## src/rtl/serial_adder.sv

```systemverilog
// Bit-serial adder built on one full adder; done pulses WIDTH+2 cycles after start is taken, start ignored until idle.
// Define SERIAL_ADDER_SUB_EN to add the sub port (a_in - b_in via ~b_in with carry-in forced to 1).

module fa (
    input  logic a,
    input  logic b,
    input  logic c_in,
    output logic s,
    output logic c_out
);
    assign s     = a ^ b ^ c_in;
    assign c_out = (a & b) | (c_in & (a ^ b));
endmodule

module serial_adder #(
    parameter int WIDTH = 32
) (
    input  logic             clk,
    input  logic             rst,
    input  logic             start,
    input  logic [WIDTH-1:0] a_in,
    input  logic [WIDTH-1:0] b_in,
    input  logic             c_in,
`ifdef SERIAL_ADDER_SUB_EN
    input  logic             sub,
`endif
    output logic             busy,
    output logic             done,
    output logic [WIDTH-1:0] sum,
    output logic             c_out
);
    localparam int CW = $clog2(WIDTH);
    localparam logic [CW-1:0] LAST = CW'(WIDTH - 1);

    typedef enum logic [1:0] {IDLE, RUN, DONE} state_t;

    state_t           state;
    logic [CW-1:0]    cnt;
    logic             carry;
    logic [WIDTH-1:0] a_sr;
    logic [WIDTH-1:0] b_sr;
    logic [WIDTH-1:0] psum;
    logic [WIDTH-1:0] b_load;
    logic             c_load;
    logic             fa_s;
    logic             fa_co;

    always_comb begin
        b_load = b_in;
        c_load = c_in;
`ifdef SERIAL_ADDER_SUB_EN
        if (sub) begin
            b_load = ~b_in;
            c_load = 1'b1;
        end
`endif
    end

    fa u_fa (
        .a     (a_sr[0]),
        .b     (b_sr[0]),
        .c_in  (carry),
        .s     (fa_s),
        .c_out (fa_co)
    );

    // busy/done are registered from the state, so they trail it by one cycle.
    always_ff @(posedge clk) begin
        if (rst) begin
            state <= IDLE;
            cnt   <= '0;
            carry <= 1'b0;
            a_sr  <= '0;
            b_sr  <= '0;
            psum  <= '0;
            sum   <= '0;
            c_out <= 1'b0;
            busy  <= 1'b0;
            done  <= 1'b0;
        end else begin
            busy <= (state == RUN);
            done <= (state == DONE);
            case (state)
                IDLE: begin
                    if (start) begin
                        a_sr  <= a_in;
                        b_sr  <= b_load;
                        carry <= c_load;
                        cnt   <= '0;
                        state <= RUN;
                    end
                end
                RUN: begin
                    a_sr  <= a_sr >> 1;
                    b_sr  <= b_sr >> 1;
                    psum  <= {fa_s, psum[WIDTH-1:1]};
                    carry <= fa_co;
                    cnt   <= cnt + CW'(1);
                    if (cnt == LAST) begin
                        sum   <= {fa_s, psum[WIDTH-1:1]};
                        c_out <= fa_co;
                        state <= DONE;
                    end
                end
                DONE: state <= IDLE;
                default: state <= IDLE;
            endcase
        end
    end
endmodule

```

## config.mk

```make
export PLATFORM = sky130hd
export DESIGN_NAME = serial_adder
export DESIGN_NICKNAME = d
export VERILOG_FILES = /design/src/rtl/serial_adder.sv
export SDC_FILE = /design/constraint.sdc
export NUM_CORES = 1
export LEC_CHECK = 0
export BUFFER_PORTS_ARGS = -buffer_cell sky130_fd_sc_hd__buf_4
export CAP_MARGIN = 10
export CORE_ASPECT_RATIO = 0.9
export CORE_UTILIZATION = 45
export DETAILED_ROUTE_END_ITERATION = 6
export PLACE_DENSITY_LB_ADDON = 0.12
export SLEW_MARGIN = 20
export SYNTH_ARGS = -nofsm -noshare
export SYNTH_HDL_FRONTEND = slang
export SYNTH_SLANG_ARGS = --single-unit
export TNS_END_PERCENT = 30
```

## constraint.sdc

```tcl
create_clock -name clk -period 2.2 [get_ports clk]
set_input_delay 0.33 -clock clk [delete_from_list [all_inputs] [get_ports clk]]
set_output_delay 0.33 -clock clk [all_outputs]
set_load 0.1 [all_outputs]
```

After elaboration in Yosys (flattened, before gate mapping)
Cells that the tools add are included.

cells by class
  add/sub/neg operators = 1
  eq/ne operators = 5
  muxes and demuxes = 11
  bitwise gates (word level) = 5
  reduce and logical (&&, ||, !) cells = 5

operators with widths
  kind                   number
  $pmux W32 S2           2
  $mux W32               2
  $pmux W5 S2            1
  $reduce_and A2 Y1      3
  $add A5 B1 Y5 const B  1
  $eq A5 B5 Y1 const B   1
  $mux W5                1
  $mux W2                2
  $pmux W2 S2            1
  $and A1 B1 Y1          2
  $eq A2 B1 Y1 const B   1
  $eq A2 B2 Y1 const B   1
  $logic_not A2 Y1       1
  $ne A2 B1 Y1 const B   1
  $ne A2 B2 Y1 const B   1
  $pmux W1 S2            1
  $reduce_bool A2 Y1     1
  $xor A1 B1 Y1          2
  $mux W1                1
  $or A1 B1 Y1           1

storage, ports and cells
  bits in registers = 139
  input port bits = 68
  output and inout bits = 35

Logic depth before layout (Yosys ltp)
Gate-level depths: netlist of the first run.

  depth in word-level cells = 4
  gate-level depth with buffers = 8
  gate-level depth less buffers = 6

Hierarchy
Synthesis of the first run repeated with hierarchy kept, for this count alone.

second synthesis, totals
  cell total of the unflattened synthesis = 676
  area, all modules = 5,431.5 sq um

modules (own cells, without submodules)
  module        times used  cells each  area each (sq um)  sequential area each (sq um)
  serial_adder  1           675         5,411.4            2,762.6
  fa            1           1           20.0               0.0

Least setup slack after synthesis of the first run
OpenSTA, ideal clock, no wires.

  kind = register -> register
  start = register cnt[0]
  end = register sum[27]
  setup time = 0.071 ns
  arrival time = 1.554 ns
  setup slack = 0.576 ns
  cell stages (with the launch flop) = 8
  period minus slack after synthesis = 1.624 ns
  cells stage by stage = dfxtp_1 -> ha_1 -> and3_1 -> ha_1 -> nand3b_1 -> clkbuf_1 -> nand2_1 -> a21oi_1

between the ends
  longest elaborated chain between the ends = 2

RTL lines
  what                                RTL line  text
  from (decl)                         38        logic [CW-1:0] cnt;
  from (signal assigned)              98        cnt <= cnt + CW'(1);
  $eq A5 B5 Y1                        99        if (cnt == LAST) begin
  $reduce_and A2 Y1 (no source line)  n/a
  to (signal assigned)                100       sum <= {fa_s, psum[WIDTH-1:1]};
  to (decl)                           29        output logic [WIDTH-1:0] sum,

Every way passes these cells.
A chain may end at the register's enable or synchronous reset.

Final worst setup path of the first run
  start = register state[1]
  end = register psum[9]

between the ends
  longest elaborated chain between the ends = 1

RTL lines
  what                    RTL line  text
  from (decl)             37        state_t state;
  from (signal assigned)  70        state <= IDLE;
  from (signal assigned)  90        state <= RUN;
  from (signal assigned)  102       state <= DONE;
  $eq A2 B1 Y1            83        case (state)
  to (signal assigned)    96        psum <= {fa_s, psum[WIDTH-1:1]};
  to (decl)               42        logic [WIDTH-1:0] psum;

Every way passes these cells.

==> run summary, run 1 <==
mapped cell area: 6231 um^2
Tcrit/Tclk final: 79.58%
chip width: 126.0 um
sequential share of power: 42.2%
Syn Nets: 888
layout cells sized above 1: 23.21%
clk_lat worst skew: 420 ps
TritonCTS clock tree: built
TritonCTS buffer count: 17
H-Tree Level Count: 4
clock share of power: 47.9%
Post-Synthesis Cells: 817
Pwr per Cell Area: 832.8 nW/um^2
maximum buffer depth of the clock tree: 2
Post-DRT Antenna Nets: 0
initial antenna violation count: 0
Worst VDD drop: 0.5676 mV
antenna cells: 0
Max Cap Violations: 0
fin worst setup slack: 449.3 ps
Yosys cell types: 31
pre-CTS setup slack: 504.4 ps
vias in the first global route: 5302
clk slew on worst S/H paths: 60 ps
DIE AREA: 14320 um^2
status: complete, no violations
Syn Area/Cell: 7.627 um^2
internal power: 0.004911 W
leak pwr: 3.166 nW
drt drc: 0
total gr overflow: 0
slew margin rel.: 66.75%
Worst-Margin Slew: 498.7 ps
CORE AREA: 13410 um^2
via count: 5647
Critical Path Start Type: flip-flop
min cycle time layout: 1751 ps
vias per std cell: 5.327
FP Rows: 40
Setup Skew: 6.485 ps
drt pass-1 iters: 5
gr usage total: 21.18%
RSZ-0062 raised after global routing: no
first-pass GRT wire length: 24620 um
fin. max-slew vios: 0
synthesized flop and latch total: 138
Die H: 113.6 um
final cell count without fillers: 1060
CP Data Required Time: 2540 ps
Post-CTS Setup Inserts: 0
worst-path fanout max: 40
CTS sink cnt: 138
Switch Pwr: 0.001503 W
Final nets: 950
total wire length: 14550 um
Setup violations, final: 0
most frequent cells in the layout: 189 x a21oi_1, 136 x dfxtp_1, 132 x nand2_1
combinational power share: 9.9%
Iter 0 DRT Violations: 498
Ports: 103
hold slack: 206.7 ps
Setup crit end kind: flip-flop
hpwl dp: 8770 um
final hold violations: 0
Syn-to-layout area delta: 23.61%
synth warn: 0
Post-CTS Resized: 0
largest net degree at the start of global routing: 96
Starting Density: 46.46%
post-detailed-route wirelength per cell: 13.73 um
CTS Hold Bufs: 0
Setup TNS Final: 0 ps
Placer Congestion: 0.7785
crit path DAT: 2090 ps
critical path type: reg -> reg
Worst Hold Class: in -> reg
most common cell after layout, fill and taps aside: a21oi_1
switch share: 23.43%
Seq/Total Area, Yosys: 44.34%
Root Buffer: clkbuf_16
fmax: 0.5712 GHz
placed cell count: 1028
port bufs: 102
-- cell families (layout without fill, tap and decap cells) --
logic type	Yosys count	count (layout)	share of synthesized area, %
multiplexers	2	2	0.3213
flip-flops	138	138	44.34
adder cells (fa/ha/maj)	3	3	0.7228
buffers and inverters	138	213	9.478
AND/OR/NAND/NOR	274	274	17.39
AO/OA/AOI/OAI	262	262	27.75
-- registers in the layout, indices dropped and copies added, names as in the netlist --
register,count
a_sr,32
b_sr,32
busy,1
c_out,1
carry,1
cnt,5
done,1
psum,31
state,2
sum,32
-- synth_stat cells --
cell / n / area, um^2
o221a_2: 55 / 619.3
buf_2: 25 / 125.1
buf_6: 4 / 45.04
o22ai_1: 2 / 12.51
nor3_1: 2 / 10.01
fa_1: 1 / 20.02
buf_1: 1 / 3.750
clkbuf_1: 41 / 153.9
nand2_1: 132 / 495.5
nor2_1: 124 / 465.5
o221a_1: 8 / 90.09
dfxtp_1: 138 / 2763
and3b_1: 1 / 8.760
nand3_1: 2 / 10.01
nor2b_1: 4 / 25.02
nor3b_1: 1 / 7.510
a22oi_1: 2 / 15.01
ha_1: 2 / 25.02
and3_1: 1 / 6.260
inv_1: 64 / 240.2
o21bai_1: 1 / 7.510
buf_4: 3 / 22.52
mux2i_1: 2 / 20.02
a31oi_1: 2 / 12.51
nand2b_1: 1 / 6.260
a21oi_1: 189 / 945.9
o22a_1: 3 / 26.28
nand2b_4: 1 / 13.76
or3_1: 1 / 6.260
nand3b_1: 3 / 22.52
or2_2: 1 / 6.260
-- cell type report --
cell class | count | area (um^2)
clock inverter | 10 | 163.9
multi-input combinational | 541 | 2880
timing repair buffer | 117 | 965.9
inverter | 64 | 240.2
tap | 168 | 210.2
clock buffer | 22 | 474.2
fill | 1245 | 5710
sequential | 138 | 2768
-- stage by stage --
stage	util [%]	power, W	cell area [um^2]
after floorplan	-	0.003178	6231
after global placement	52.67	0.003366	7064
after detailed placement	52.67	0.003391	7064
after CTS	57.43	0.006472	7702
after global routing	57.43	0.006661	7702
final	57.43	0.006414	7702
-- routing by layer --
layer	share of wire (%)	global-route usage, %	vias to the layer above
met5	0	0	-
met4	1.1	6.185	0
met3	5.1	6.332	13
met2	46	35.51	124
met1	48	26.37	2626
li1	-	-	2884
-- power groups by stage --
stage / Clock [W] / Combinational [W] / Sequential, W
6_report: 0.00307 / 0.000638 / 0.00270
5_1_grt: 0.00323 / 0.000715 / 0.00272
4_1_cts: 0.00313 / 0.000640 / 0.00270
3_5_place_dp: 0 / 0.000635 / 0.00276
3_3_place_gp: 0 / 0.000615 / 0.00275
2_1_floorplan: 0 / 0.000438 / 0.00274
-- worst max-delay path, cell delays in order (launching register included) --
cell and delay [ps]:
dfxtp_4 610, nand2b_4 510, buf_4 270, nand2_1 90
a21oi_1 180
-- worst paths after layout --
kind	from	end	slack (ps)	depth (start not counted)
setup / recovery	state[1]$_SDFFE_PP0P_	psum[9]$_SDFFE_PP0P_	450	4
hold / removal	a_in[31]	a_sr[31]$_SDFFE_PP0P_	210	3
setup reg to reg	state[1]$_SDFFE_PP0P_	psum[9]$_SDFFE_PP0P_	450	4
hold reg to reg	sum[22]$_SDFFE_PP0P_	sum[22]$_SDFFE_PP0P_	450	2
No activity file was read; power rests on OpenSTA's default activity.
==> run 2, diff against run 1 <==
--- a/config.mk
+++ b/config.mk
@@ -5,6 +5,7 @@
 export SDC_FILE = /design/constraint.sdc
 export NUM_CORES = 1
 export LEC_CHECK = 0
+export ABC_AREA = 1
 export BUFFER_PORTS_ARGS = -buffer_cell sky130_fd_sc_hd__buf_4
 export CAP_MARGIN = 10
 export CORE_ASPECT_RATIO = 0.9
==> constraint.sdc (replaced) <==
create_clock -name clk -period 1.4 [get_ports clk]
set_input_delay 0.21 -clock clk [delete_from_list [all_inputs] [get_ports clk]]
set_output_delay 0.21 -clock clk [all_outputs]
set_load 0.1 [all_outputs]
==> run 2 against run 1 <==
The run now ends with setup timing left. Maximum frequency grew 15%. Via count shrank 3.6%. Critical path depth grew 6. Combinational power grew 52%. Synthesized area shrank 7.5%. Critical endpoint is now sum[21]$_SDFFE_PP0P_. Highest routed layer unchanged.
==> run summary, run 2 <==
chip width: 121.3 um
Synth async-reset ratio: 0%
port bufs: 102
GRT Max-Usage Layer: met2
Setup TNS Final: -3389 ps
M2 GR Usage: 34.90%
drt drc: 0
Syn Nets: 929
Tcrit/Tclk final: 108.8%
min cycle time layout: 1523 ps
Post-Synthesis Cells: 858
ys flop type: dfxtp_1
layout cells sized above 1: 19.15%
Placer Congestion: 0.7816
final hold violations: 0
fin. max-slew vios: 0
post-detailed-route wirelength per cell: 12.34 um
Top Registers: a_sr: 32 flops, b_sr: 32 flops, sum: 32 flops
initial antenna violation count: 0
fin worst setup slack: -123.2 ps
Hold Crit Start: a_in[31]
Final nets: 1024
clk_lat worst skew: 420 ps
slew margin rel.: 78.57%
Syn-to-layout area delta: 30.92%
Ports: 103
antenna cells: 0
CP peak stage delay: 350 ps
critical path type: reg -> reg
Critical Path Start Type: flip-flop
fmax: 0.6565 GHz
ranking of synthesized cells by area: dfxtp_1 48%, nor2_1 16%, nand2_1 11%
TritonCTS clock tree: built
clk slew on worst S/H paths: 60 ps
vias per std cell: 4.832
Max Cap Violations: 0
CORE AREA: 12270 um^2
Setup violations, final: 34
most frequent cells after synthesis: 248 x nor2_1, 173 x nand2_1, 138 x dfxtp_1
total gr overflow: 0
R2R Path Start: cnt[1]$_SDFFE_PP0P_
count leader, synth: nor2_1
mapped cell area: 5766 um^2
placed cell count: 1092
most common cell after layout, fill and taps aside: nor2_1
Setup crit end kind: flip-flop
Worst-Margin Slew: 321.4 ps
Worst VDD drop: 0.8414 mV
Post-DRT Antenna Nets: 0
Synth top area share: 47.92%
final cell count without fillers: 1126
synthesized flop and latch total: 138
maximum buffer depth of the clock tree: 2
crit path DAT: 1830 ps
vias in the first global route: 4943
RSZ-0062 raised after global routing: yes
leak pwr: 3.557 nW
R2R Setup Slk: -120 ps
Yosys cell types: 21
FP Rows: 38
synth warn: 0
Starting Density: 47.00%
worst-path fanout max: 24
Die H: 109.4 um
gr usage total: 21.89%
most frequent cells in the layout: 240 x nor2_1, 171 x nand2_1, 134 x dfxtp_1
Worst Hold Class: in -> reg
cell taking the most area after synthesis: dfxtp_1
CTS sink cnt: 138
total wire length: 13900 um
Post-synth EDFFs: 0
drt pass-1 iters: 5
via count: 5441
Crit-path slowest cell: dfxtp_2
CP Data Required Time: 1710 ps
Syn Area/Cell: 6.720 um^2
Pwr per Cell Area: 1312 nW/um^2
grt met3 use: 5.290%
violated checks: setup timing
CTS Hold Bufs: 0
largest net degree at the start of global routing: 65
Setup Skew: 5.134 ps
H-Tree Level Count: 4
Root Buffer: clkbuf_16
CP Cell Sequence: ha_4, inv_2, nor3_2, ha_2, nand2_2, nor2_4, inv_2, buf_12, nor2_1, nor2_1
DIE AREA: 13270 um^2
Iter 0 DRT Violations: 354
Seq/Total Area, Yosys: 47.92%
buffers and inverters on the worst path: 3
TritonCTS buffer count: 17
M1 GR Usage: 28.65%
crit-path leading delay family: simple AND/OR/NAND/NOR gates
first-pass GRT wire length: 22890 um
hpwl dp: 8778 um
Worst setup startpoint: cnt[1]$_SDFFE_PP0P_
status: complete, but fails checks
## run 2: cell types whose count changed in the layout (fill, tap and decap cells not counted), sizes merged, moves of 3 or more
cell    change
a21oi     -173
buf        +14
nand2      +42
nand3      +90
nand3b      -3
nor2      +127
nor2b       -4
o21ai      +57
o221a      -63
o22a        -3
## run 2: repair_timing
| action | CTS | global route |
|---|---|---|
| setup endpoints to repair | 59 | 77 |
| setup buffers | 1 | 0 |
| pin swaps | 4 | 0 |
| gates cloned | 1 | 0 |
| resized for setup | 11 | 5 |
## run 2: worst register-to-register path, stage by stage (launching register included)
cell and delay, ps:
dfxtp_2 350, ha_4 140, inv_2 40, nor3_2 100, ha_2 190, nand2_2 70
nor2_4 130, inv_2 80, buf_12 160, nor2_1 110, nor2_1 50
## run 2: worst paths after layout
kind	endpoint	cells after the start
min	a_sr[31]$_SDFFE_PP0P_	3
max reg2reg	sum[21]$_SDFFE_PP0P_	10
min reg2reg	a_sr[2]$_SDFFE_PP0P_	2
max	sum[21]$_SDFFE_PP0P_	10
## run 2: stage by stage
| step | util [%] | setup WS, ps | hold slack, ps | total power [W] | cell area (um^2) |
|---|---|---|---|---|---|
| after floorplan | - | -89.07 | 352.7 | 0.004880 | 5823 |
| after global routing | 61.54 | -232.1 | 71.08 | 0.01030 | 7548 |
| after global placement | 56.01 | -109.9 | 431.7 | 0.005246 | 6870 |
| after detailed placement | 56.01 | -185.8 | 438.3 | 0.005273 | 6870 |
| final | 61.54 | -123.2 | 60.33 | 0.009905 | 7548 |
| after CTS | 61.40 | -125.8 | 50.33 | 0.009971 | 7532 |
## run 2: area by class of cell
| cell class | instances | area (um^2) |
|---|---|---|
| Fill cell | 1108 | 4718 |
| Clock inverter | 8 | 140.1 |
| Clock buffer | 24 | 481.7 |
| Inverter | 67 | 251.5 |
| Multi-Input combinational cell | 598 | 2577 |
| Timing Repair Buffer | 131 | 1130 |
| Sequential cell | 138 | 2768 |
| Tap cell | 160 | 200.2 |
## run 2: routing by layer
metal,vias up,wire (um)
met2,122,6504
li1,2845,-
met3,11,685
met4,0,161
met1,2463,6544
met5,-,0
## run 2: cell families (layout without fill, tap and decap cells)
logic type | Yosys count | in the layout | share of synthesized area (%)
AND/OR/NAND/NOR | 520 | 520 | 36.20
flip-flops | 138 | 138 | 47.92
buffers and inverters | 122 | 230 | 8.507
AO/OA/AOI/OAI | 75 | 75 | 6.597
adder cells (fa/ha/maj) | 3 | 3 | 0.7812
## run 2: where the power goes
part,internal (W),switching [W]
combinational,0.000420,0.000550
clock,0.00311,0.00159
sequential,0.00412,0.000113
total,0.00765,0.00226
